[src/rtl/dac_serial_multich.sv]
// ---------------------------------------------------------------------------
// dac_serial_multich
// Serial-in, multi-channel DAC register model. Frames of FRAME_W bits are
// shifted in MSB first while SYNC_b is low. Data frames write a channel's
// input register. Control frames set the LDAC mode, the power mask, or
// clear registers. DAC registers copy the input registers under pin,
// auto-update or single-shot LDAC control.
//
// Ports:
//   SCLK       serial clock, all logic on its rising edge
//   RESET_b    synchronous active-low reset
//   SYNC_b     active-low frame enable
//   DIN        serial data, MSB first
//   LDAC_b     active-low load pin (pin mode only)
//   VOUT       DAC values, channel k at [k*DATA_W +: DATA_W], 0 when powered down
//   CH_ON      per-channel power-up mask
//   LDAC_MODE  current LDAC mode (00 pin, 01 auto, 10 single-shot)
//   BUSY       frame in progress
//   FRAME_ERR  one-cycle pulse on a short frame
//   OVR_ERR    one-cycle pulse on an overlong frame
// ---------------------------------------------------------------------------
module dac_serial_multich #(
    parameter int NUM_CH  = 8,
    parameter int DATA_W  = 10,
    parameter int FRAME_W = 16
) (
    input  logic                     SCLK,
    input  logic                     RESET_b,
    input  logic                     SYNC_b,
    input  logic                     DIN,
    input  logic                     LDAC_b,
    output logic [NUM_CH*DATA_W-1:0] VOUT,
    output logic [NUM_CH-1:0]        CH_ON,
    output logic [1:0]               LDAC_MODE,
    output logic                     BUSY,
    output logic                     FRAME_ERR,
    output logic                     OVR_ERR
);

    localparam int CH_AW = (NUM_CH > 1) ? $clog2(NUM_CH) : 1;
    localparam int CNT_W = $clog2(FRAME_W + 2);
    localparam int P_W   = FRAME_W - 3;
    localparam logic [CNT_W-1:0] CNT_LAST = CNT_W'(FRAME_W - 1);
    localparam logic [CNT_W-1:0] CNT_FULL = CNT_W'(FRAME_W);
    localparam logic [CNT_W-1:0] CNT_OVR  = CNT_W'(FRAME_W + 1);

    logic [CNT_W-1:0]   bit_cnt;
    logic [FRAME_W-2:0] shift_q;
    logic               armed;
    logic               ss_flag;
    logic               data_done;
    logic [DATA_W-1:0]  in_reg  [NUM_CH];
    logic [DATA_W-1:0]  dac_reg [NUM_CH];

    logic [FRAME_W-1:0] word;
    logic               sample;
    logic               complete;
    logic               is_data;
    logic               is_ctrl;
    logic [1:0]         opcode;
    logic [P_W-1:0]     payload;
    logic [CH_AW-1:0]   addr;
    logic [DATA_W-1:0]  data;
    logic               load;
    logic               unused_payload;

    // The completing edge decodes the frame including the bit on DIN now.
    assign sample   = !SYNC_b && armed && (bit_cnt < CNT_FULL);
    assign complete = sample && (bit_cnt == CNT_LAST);
    assign word     = {shift_q, DIN};
    assign is_data  = complete && !word[FRAME_W-1];
    assign is_ctrl  = complete && word[FRAME_W-1];
    assign opcode   = word[FRAME_W-2 -: 2];
    assign payload  = word[P_W-1:0];
    assign addr     = word[FRAME_W-2 -: CH_AW];
    assign data     = word[FRAME_W-2-CH_AW -: DATA_W];
    assign BUSY     = (bit_cnt != '0) && (bit_cnt < CNT_FULL);

    assign unused_payload = ^payload;

    // Load request: a pending single-shot overrides the pin; auto mode loads
    // one edge after a data frame; pin mode follows LDAC_b.
    always_comb begin
        load = 1'b0;
        if (ss_flag)
            load = data_done;
        else if (LDAC_MODE == 2'b01)
            load = data_done;
        else if (LDAC_MODE == 2'b00)
            load = !LDAC_b;
    end

    // Framing: bit counter, shift register and error pulses. After a frame
    // completes the counter runs one step further so the overlong pulse
    // fires exactly once, then it saturates until SYNC_b returns high.
    always_ff @(posedge SCLK) begin
        if (!RESET_b) begin
            bit_cnt   <= '0;
            shift_q   <= '0;
            armed     <= 1'b1;
            FRAME_ERR <= 1'b0;
            OVR_ERR   <= 1'b0;
        end else begin
            FRAME_ERR <= 1'b0;
            OVR_ERR   <= 1'b0;
            if (SYNC_b) begin
                armed   <= 1'b1;
                bit_cnt <= '0;
                if (BUSY)
                    FRAME_ERR <= 1'b1;
            end else if (sample) begin
                shift_q <= word[FRAME_W-2:0];
                bit_cnt <= bit_cnt + CNT_W'(1);
                if (complete)
                    armed <= 1'b0;
            end else if (bit_cnt == CNT_FULL) begin
                bit_cnt <= CNT_OVR;
                OVR_ERR <= 1'b1;
            end
        end
    end

    // Register file and control state. Later assignments take priority, so
    // the load copies pre-update input values and a reset opcode beats a load.
    always_ff @(posedge SCLK) begin
        if (!RESET_b) begin
            for (int k = 0; k < NUM_CH; k++) begin
                in_reg[k]  <= '0;
                dac_reg[k] <= '0;
            end
            CH_ON     <= '0;
            LDAC_MODE <= 2'b00;
            ss_flag   <= 1'b0;
            data_done <= 1'b0;
        end else begin
            data_done <= is_data;
            if (load) begin
                for (int k = 0; k < NUM_CH; k++)
                    dac_reg[k] <= in_reg[k];
                if (ss_flag) begin
                    ss_flag   <= 1'b0;
                    LDAC_MODE <= 2'b00;
                end
            end
            if (is_data)
                in_reg[addr] <= data;
            if (is_ctrl) begin
                case (opcode)
                    2'b00: begin
                        if (payload[1:0] != 2'b11) begin
                            LDAC_MODE <= payload[1:0];
                            ss_flag   <= (payload[1:0] == 2'b10);
                        end
                    end
                    2'b01: CH_ON <= payload[NUM_CH-1:0];
                    2'b11: begin
                        for (int k = 0; k < NUM_CH; k++) begin
                            in_reg[k]  <= '0;
                            dac_reg[k] <= '0;
                        end
                        if (payload[0]) begin
                            CH_ON     <= '0;
                            LDAC_MODE <= 2'b00;
                            ss_flag   <= 1'b0;
                        end
                    end
                    default: ;
                endcase
            end
        end
    end

    // Powered-down channels read 0 but keep their DAC register contents.
    always_comb begin
        VOUT = '0;
        for (int k = 0; k < NUM_CH; k++)
            if (CH_ON[k])
                VOUT[k*DATA_W +: DATA_W] = dac_reg[k];
    end

endmodule

[config.mk]
export PLATFORM = sky130hd
export DESIGN_NAME = dac_serial_multich
export DESIGN_NICKNAME = d
export VERILOG_FILES = /design/src/rtl/dac_serial_multich.sv
export SDC_FILE = /design/constraint.sdc
export NUM_CORES = 1
export LEC_CHECK = 0
export CORE_MARGIN = 4
export CORE_UTILIZATION = 23
export DETAILED_ROUTE_END_ITERATION = 10
export GPL_TIMING_DRIVEN = 1
export SLEW_MARGIN = 20
export SYNTH_ARGS = -nofsm -noshare
export SYNTH_HDL_FRONTEND = slang
export SYNTH_SLANG_ARGS = --single-unit
export TNS_END_PERCENT = 30
[constraint.sdc]
create_clock -name SCLK -period 2.7 [get_ports SCLK]
set_input_delay 0.54 -clock SCLK [delete_from_list [all_inputs] [get_ports SCLK]]
set_output_delay 0.54 -clock SCLK [all_outputs]
set_load 0.02 [all_outputs]
Word level (Yosys, flattened, before mapping)
Memories as Yosys holds them, arrays and structs flattened.
Cells that the tools add are included.
Widths: inputs -> output; s select.
- output and inout port bits: 93
- flip-flop bits (word level): 35
- word-level logic and storage cells: 134
- bits in latches: 0
- ROM bits: 0
- memories kept: 2
- bits in writable memories: 160
- input bits: 5
- order comparisons: 1
- equality and inequality tests: 8
- $add $sub $neg: 1
- bitwise logic cells: 26
- shift operators: 0
- reduce and logical (&&, ||, !) cells: 21
- $mul: 0
- divide/modulo/power cells: 0
- muxes and demuxes: 66
- memory list (memory ; words ; bits a word ; read ports ; clocked after Yosys merged registers in ; wr ports ; line ; RTL):
    dac_reg ; 8 ; 10 ; 8 ; 0 ; 8 ; 53 ; logic [DATA_W-1:0] dac_reg [NUM_CH];
    in_reg ; 8 ; 10 ; 8 ; 0 ; 8 ; 52 ; logic [DATA_W-1:0] in_reg [NUM_CH];
- operator list (cell ; number):
    $mux 10 ; 33
    $or 1x1->1 ; 24
    $mux 1 ; 21
    $pmux 8 s2 ; 1
    $mux 2 ; 5
    $mux 5 ; 2
    $reduce_or 10->1 ; 1
    $mux 8 ; 1
    $logic_and 1x1->1 ; 6
    $reduce_and 2->1 ; 3
    $add 5x1->5 const B ; 1
    $eq 5x4->1 const B ; 1
    $eq 5x5->1 const B ; 1
    $lt 5x5->1 const B ; 1
    $reduce_bool 5->1 ; 1
    $eq 2x1->1 const B ; 2
    $eq 2x2->1 const B ; 2
    $logic_not 2->1 ; 2
    $ne 2x2->1 const B ; 2
    $pmux 2 s2 ; 1
    $reduce_bool 2->1 ; 2
    $logic_not 1->1 ; 3
    $mux 3 ; 1
    $reduce_and 3->1 ; 1
    4 further kinds ; 5

Longest topological paths before layout
- depth in word-level cells: 10
- depth in mapped cells: 8
- depth with buffers taken out: 7

Worst setup path before layout
OpenSTA, ideal clock, no wires.
- path type: register to register
- start: reg bit_cnt[0]
- end: mem dac_reg[1][0], in the netlist dac_reg[0][10], enable pin
- setup time: 0.544 ns
- clock period less this slack: 2.817 ns
- cell stages (with the launch flop): 7
- path slack: -0.117 ns
- path buffers: 0
- required time: 2.156 ns
- arrival time: 2.273 ns
- cells stage by stage: dfxtp_1 ha_1 and3_1 ha_1 and4bb_4 a31oi_1 nand3_1
- RTL lines (what ; line ; RTL):
    start: declaration ; 47 ; logic [CNT_W-1:0] bit_cnt;
    start signal: assignment ; 113 ; bit_cnt <= bit_cnt + CNT_W'(1);
    end: declaration ; 53 ;

Worst setup path after layout
- start: reg bit_cnt[0]
- end: out BUSY
- cells in the longest elaborated chain, start to end: 2
- elaborated cells on any way between the ends: 3
- those cells by class: order compare: 1; reduce/logical: 2
- RTL lines (what ; line ; RTL):
    $lt 5x5->1 / $reduce_bool 5->1 (equally long branches) ; 77 ; assign BUSY = (bit_cnt != '0) && (bit_cnt < CNT_FULL);
    $logic_and 1x1->1 (*) ; 77 ;
    end: declaration ; 35 ; output logic BUSY,
Every way passes the cells marked *; elsewhere a longest branch is shown, timed or not.

==> flow_summary.yaml <==
run_status:
  outcome: "complete, no violations"
place:
  dp_cells: 1264
  dpl_cell_area_sq_um: 9530
  place_hpwl_mm: 14.0
  place_congestion: 0.797
  portBuffers: 97
finish:
  drive_gt1_share_pct: 9.55
  layout_commonest_cell: "and2_1"
  stdcell_count: 1296
  final_cell_mix: "121 x and2_1, 120 x edfxtp_1, 97 x clkdlybuf4s50_1, 85 x nor2_1, 75 x dfxtp_1"
  nFillCells: 3446
  fin_area_sq_um: 10100
  area_delta_synth_final_pct: 27.0
  utilization_pct: 29.9
  fin_nets: 847
  multi_input_area_sq_um: 2570
  antenna_cells: 0
  seq_area_sq_um: 5100
sta:
  finalSetupViolations: 0
  period_share_pct: 94.3
  slew_viol_final: 0
  fin_skew_ns: 0.00996
  worst_slew_pin_slew_ns: 0.641
  rsz0062_at_grt: "false"
  hold_viol: 0
  max_slew_margin_pct: 57.1
  max_freq_mhz: 393
  period_needed_ns: 2.55
global_route:
  grt_overflow: 0
  grt_max_degree: 41
  met1_usage_pct: 14.2
  antenna_found_initial: 1
  grt_pass1_vias: 5301
  use_met3_pct: 2.88
  use_met2_pct: 15.9
  top_usage_layer: "met2"
  grt_pass1_wl_mm: 30.6
  track_usage_pct: 10.3
synthesis:
  synth_ff_type: "edfxtp_1"
  synthDistinctLibCells: 40
  syn-cell-area_sq_um: 7950
  synth_area_per_cell_sq_um: 10.8
  yosysTopAreaCell: "edfxtp_1"
  synth-simple-area-share_pct: 21.9
  synth-compound-area-share_pct: 8.73
  synth_xor_xnor_area_share_pct: 0.220
  syn_nets: 747
  yosys-top-cells-area: "edfxtp_1 45%, dfxtp_1 19%, and2_1 9.5%, nor2_1 4.0%, a21oi_1 3.7%"
  yosysTopAreaCellShare_pct: 45.3
  yosysWarnings: 0
  synth-edff-count: 120
  synth_top_family_by_area: "simple AND/OR/NAND/NOR gates"
  synthArstFlopShare_pct: 0
  ys_seq_area_share_pct: 64.2
  syn_inst: 735
  yosys.area_share.adder_pct: 1.10
  synthMuxAreaShare_pct: 0.142
  ys_ff_latch: 195
floorplanning:
  rows: 67
  core-area_sq_um: 33800
  die_y_um: 194
  io-pin-count: 98
  initial_core_util_pct: 23.5
  die-area_sq_um: 37600
  die_x_um: 194
pwr:
  ir_drop_v: 0.000409
  p_leak_uw: 0.00334
  p_per_area_nw_per_um2: 593
job:
  drv_cap: 0
clock_tree:
  cts_made_buffers: 17
  tritoncts: "done"
  cts_buffer_depth: 2
  root_buffer: "clkbuf_16"
  clk_latency_ns: 0.43
  post_cts_buffers: 0
  numClockSinks: 195
  clk_pin_slew_ns: 0.07
  htreeDepth: 4
drt:
  vias: 5425
  wirelength_mm: 19.5
  wl_per_cell_um: 15.1
  drtAntennaViolNets: 0
  drt_iter0_drc: 456
  viasPerCell: 4.19
  dr.pass1.iters: 4
  drcViolationCount: 0
setup_path:
  crit_path_start_kind: "register"
  cp_data_arrival_time_ns: 2.01
  end_kind: "output pin"
  crit_type: "register to output pin"
  required_ns: 2.16
  path_max_fanout: 4
hold_path:
  hp-class: "register to register"
-- cell usage after synthesis, types with 3 or more instances --
cell type,count
a21oi_1,59
and2_1,121
buf_1,10
buf_6,8
clkbuf_1,28
clkbuf_2,4
dfxtp_1,75
edfxtp_1,120
ha_1,7
inv_1,8
nand2_1,65
nand2_2,4
nand2b_1,3
nand3_1,52
nor2_1,85
o21ai_0,49
o31ai_1,8
-- routing by layer --
| layer | share of wire [%] | vias to the layer above |
|---|---|---|
| met4 | 1.6 | 2 |
| met3 | 4.9 | 21 |
| met2 | 45 | 130 |
| li1 | - | 2719 |
| met1 | 48 | 2553 |
| met5 | 0.067 | - |
-- through the flow --
| stage | TNS (ns) | hold slack, ns | worst slack, ns | total power, uW |
|---|---|---|---|---|
| floorplan | 0 | 0.439 | 0.0336 | 3520 |
| global placement | -16.10 | 0.450 | -0.169 | 3620 |
| detailed placement | -15.95 | 0.455 | -0.202 | 3620 |
| CTS | 0 | 0.466 | 0.125 | 6060 |
| global route | 0 | 0.480 | 0.0127 | 6210 |
| finish | 0 | 0.462 | 0.155 | 5990 |
-- cell families (layout without fill, tap and decap cells) --
group	after synthesis	count (layout)
AO/OA/AOI/OAI	127	127
XOR/XNOR	2	2
adder cells (fa/ha/maj)	7	7
buffers and inverters	60	173
flip-flops	195	195
multiplexers	1	1
AND/OR/NAND/NOR	343	343
-- layout make-up --
class                      instances  share of cell area [%]
tap                              448                    5.55
sequential                       195                    50.5
clock buffer                      17                    4.21
clock inverter                    15                    1.42
timing repair buffer             133                    12.5
inverter                           8                   0.297
multi-input combinational        480                    25.5
-- power by group --
part	internal, uW	total (uW)	switching, uW
logic	74.2	209	135
clock network	1300	2440	1140
registers	3290	3340	48.6
-- worst paths after layout --
path              endpoint  cells after the start          start  slack, ns
max                   BUSY                      5     bit_cnt[0]       0.15
max reg2reg  dac_reg[0][1]                      7     bit_cnt[0]       0.27
min reg2reg  dac_reg[1][8]                      2  dac_reg[1][8]       0.46
min          dac_reg[1][8]                      2  dac_reg[1][8]       0.46
-- timing repair --
item	CTS	global route
hold buffers	0	0
gates resized for setup	1	0
setup endpoints to repair	20	0
-- critical path, stage by stage (launching register included) --
cell,delay [ns]
dfxtp_1,0.38
inv_1,0.07
ha_1,0.19
nor3b_1,0.15
nor2_1,0.15
clkdlybuf4s50_1,0.63
(Power assumes the default switching activity.)
==> edit (same flow settings) <==
Change the parameter `DATA_W` from 10 to 5.
--- a/src/rtl/dac_serial_multich.sv
+++ b/src/rtl/dac_serial_multich.sv
@@ -22,5 +22,5 @@
 module dac_serial_multich #(
     parameter int NUM_CH  = 8,
-    parameter int DATA_W  = 10,
+    parameter int DATA_W  = 5,
     parameter int FRAME_W = 16
 ) (
Interface: changed (resized VOUT); port bits go from 98 to 58. The function was not compared with the original's and may differ.
==> edit against the unedited design <==
Routed wire length is 42% lower; sequential cell count is 80 lower; largest cell class unchanged; final cell count is 36% lower; area after synthesis is 40% lower; setup slack better by 0.0096 ns; design area fell by 36%; total power shrank 29%; clock power fell by 9.8%; critical path type unchanged.
==> edit: results <==
export IMPL_p_clk_w=0.00220
export IMPL_gp_congestion=0.779
export IMPL_top_layer="met4"
export IMPL_outcome="completed"
export IMPL_nNetsFinal=556
export IMPL_cts_resized=0
export IMPL_regArea_um2=2900
export IMPL_grt_pass1_vias=3435
export IMPL_pwr_share_seq_pct=45.3
export IMPL_port_buffers=57
export IMPL_dp_slack_ns=0.148
export IMPL_n_all_buffers=89
export IMPL_grt_pass1_wl_um=18300
export IMPL_met2WireLength_um=5510
export IMPL_drive_gt1_share_pct=12.6
export IMPL_drt_iter0_markers=190
export IMPL_syn_inst=467
export IMPL_post_drt_wl_per_cell_um=13.7
export IMPL_fillers=2116
export IMPL_synth_edff_count=60
export IMPL_antenna_found_initial=0
export IMPL_tightest_slew_ns=0.590
export IMPL_met1_length_um=5120
export IMPL_placed_cells=795
export IMPL_ys_types=37
export IMPL_yosys_top_cells_count="edfxtp_1 (60), nand2_1 (59), dfxtp_1 (55)"
export IMPL_placed_cell_area_um2=5830
export IMPL_dr_pass1_iters=5
==> edit: path summary, 6_finish.rpt <==
path / slack (ns) / cells past startpoint / end
max: 0.16 / 5 / BUSY
min reg2reg: 0.46 / 2 / dac_reg[1][18]
max reg2reg: 0.43 / 7 / dac_reg[0][14]
min: 0.46 / 2 / dac_reg[1][18]
==> edit: cell families after synthesis <==
| kind of cell | after synthesis | share of synthesized area (%) |
|---|---|---|
| flip-flops | 115 | 60.3 |
| buffers and inverters | 37 | 3.72 |
| XOR/XNOR | 2 | 0.364 |
| AND/OR/NAND/NOR | 225 | 23.7 |
| AO/OA/AOI/OAI | 80 | 9.83 |
| adder cells (fa/ha/maj) | 7 | 1.82 |
| multiplexers | 1 | 0.234 |
==> edit: routing by layer <==
layer | up-vias | GRT usage (%)
met4 | 0 | 3.05
met3 | 10 | 3.35
li1 | 1785 | -
met2 | 109 | 16.0
met1 | 1662 | 12.7
met5 | - | 0
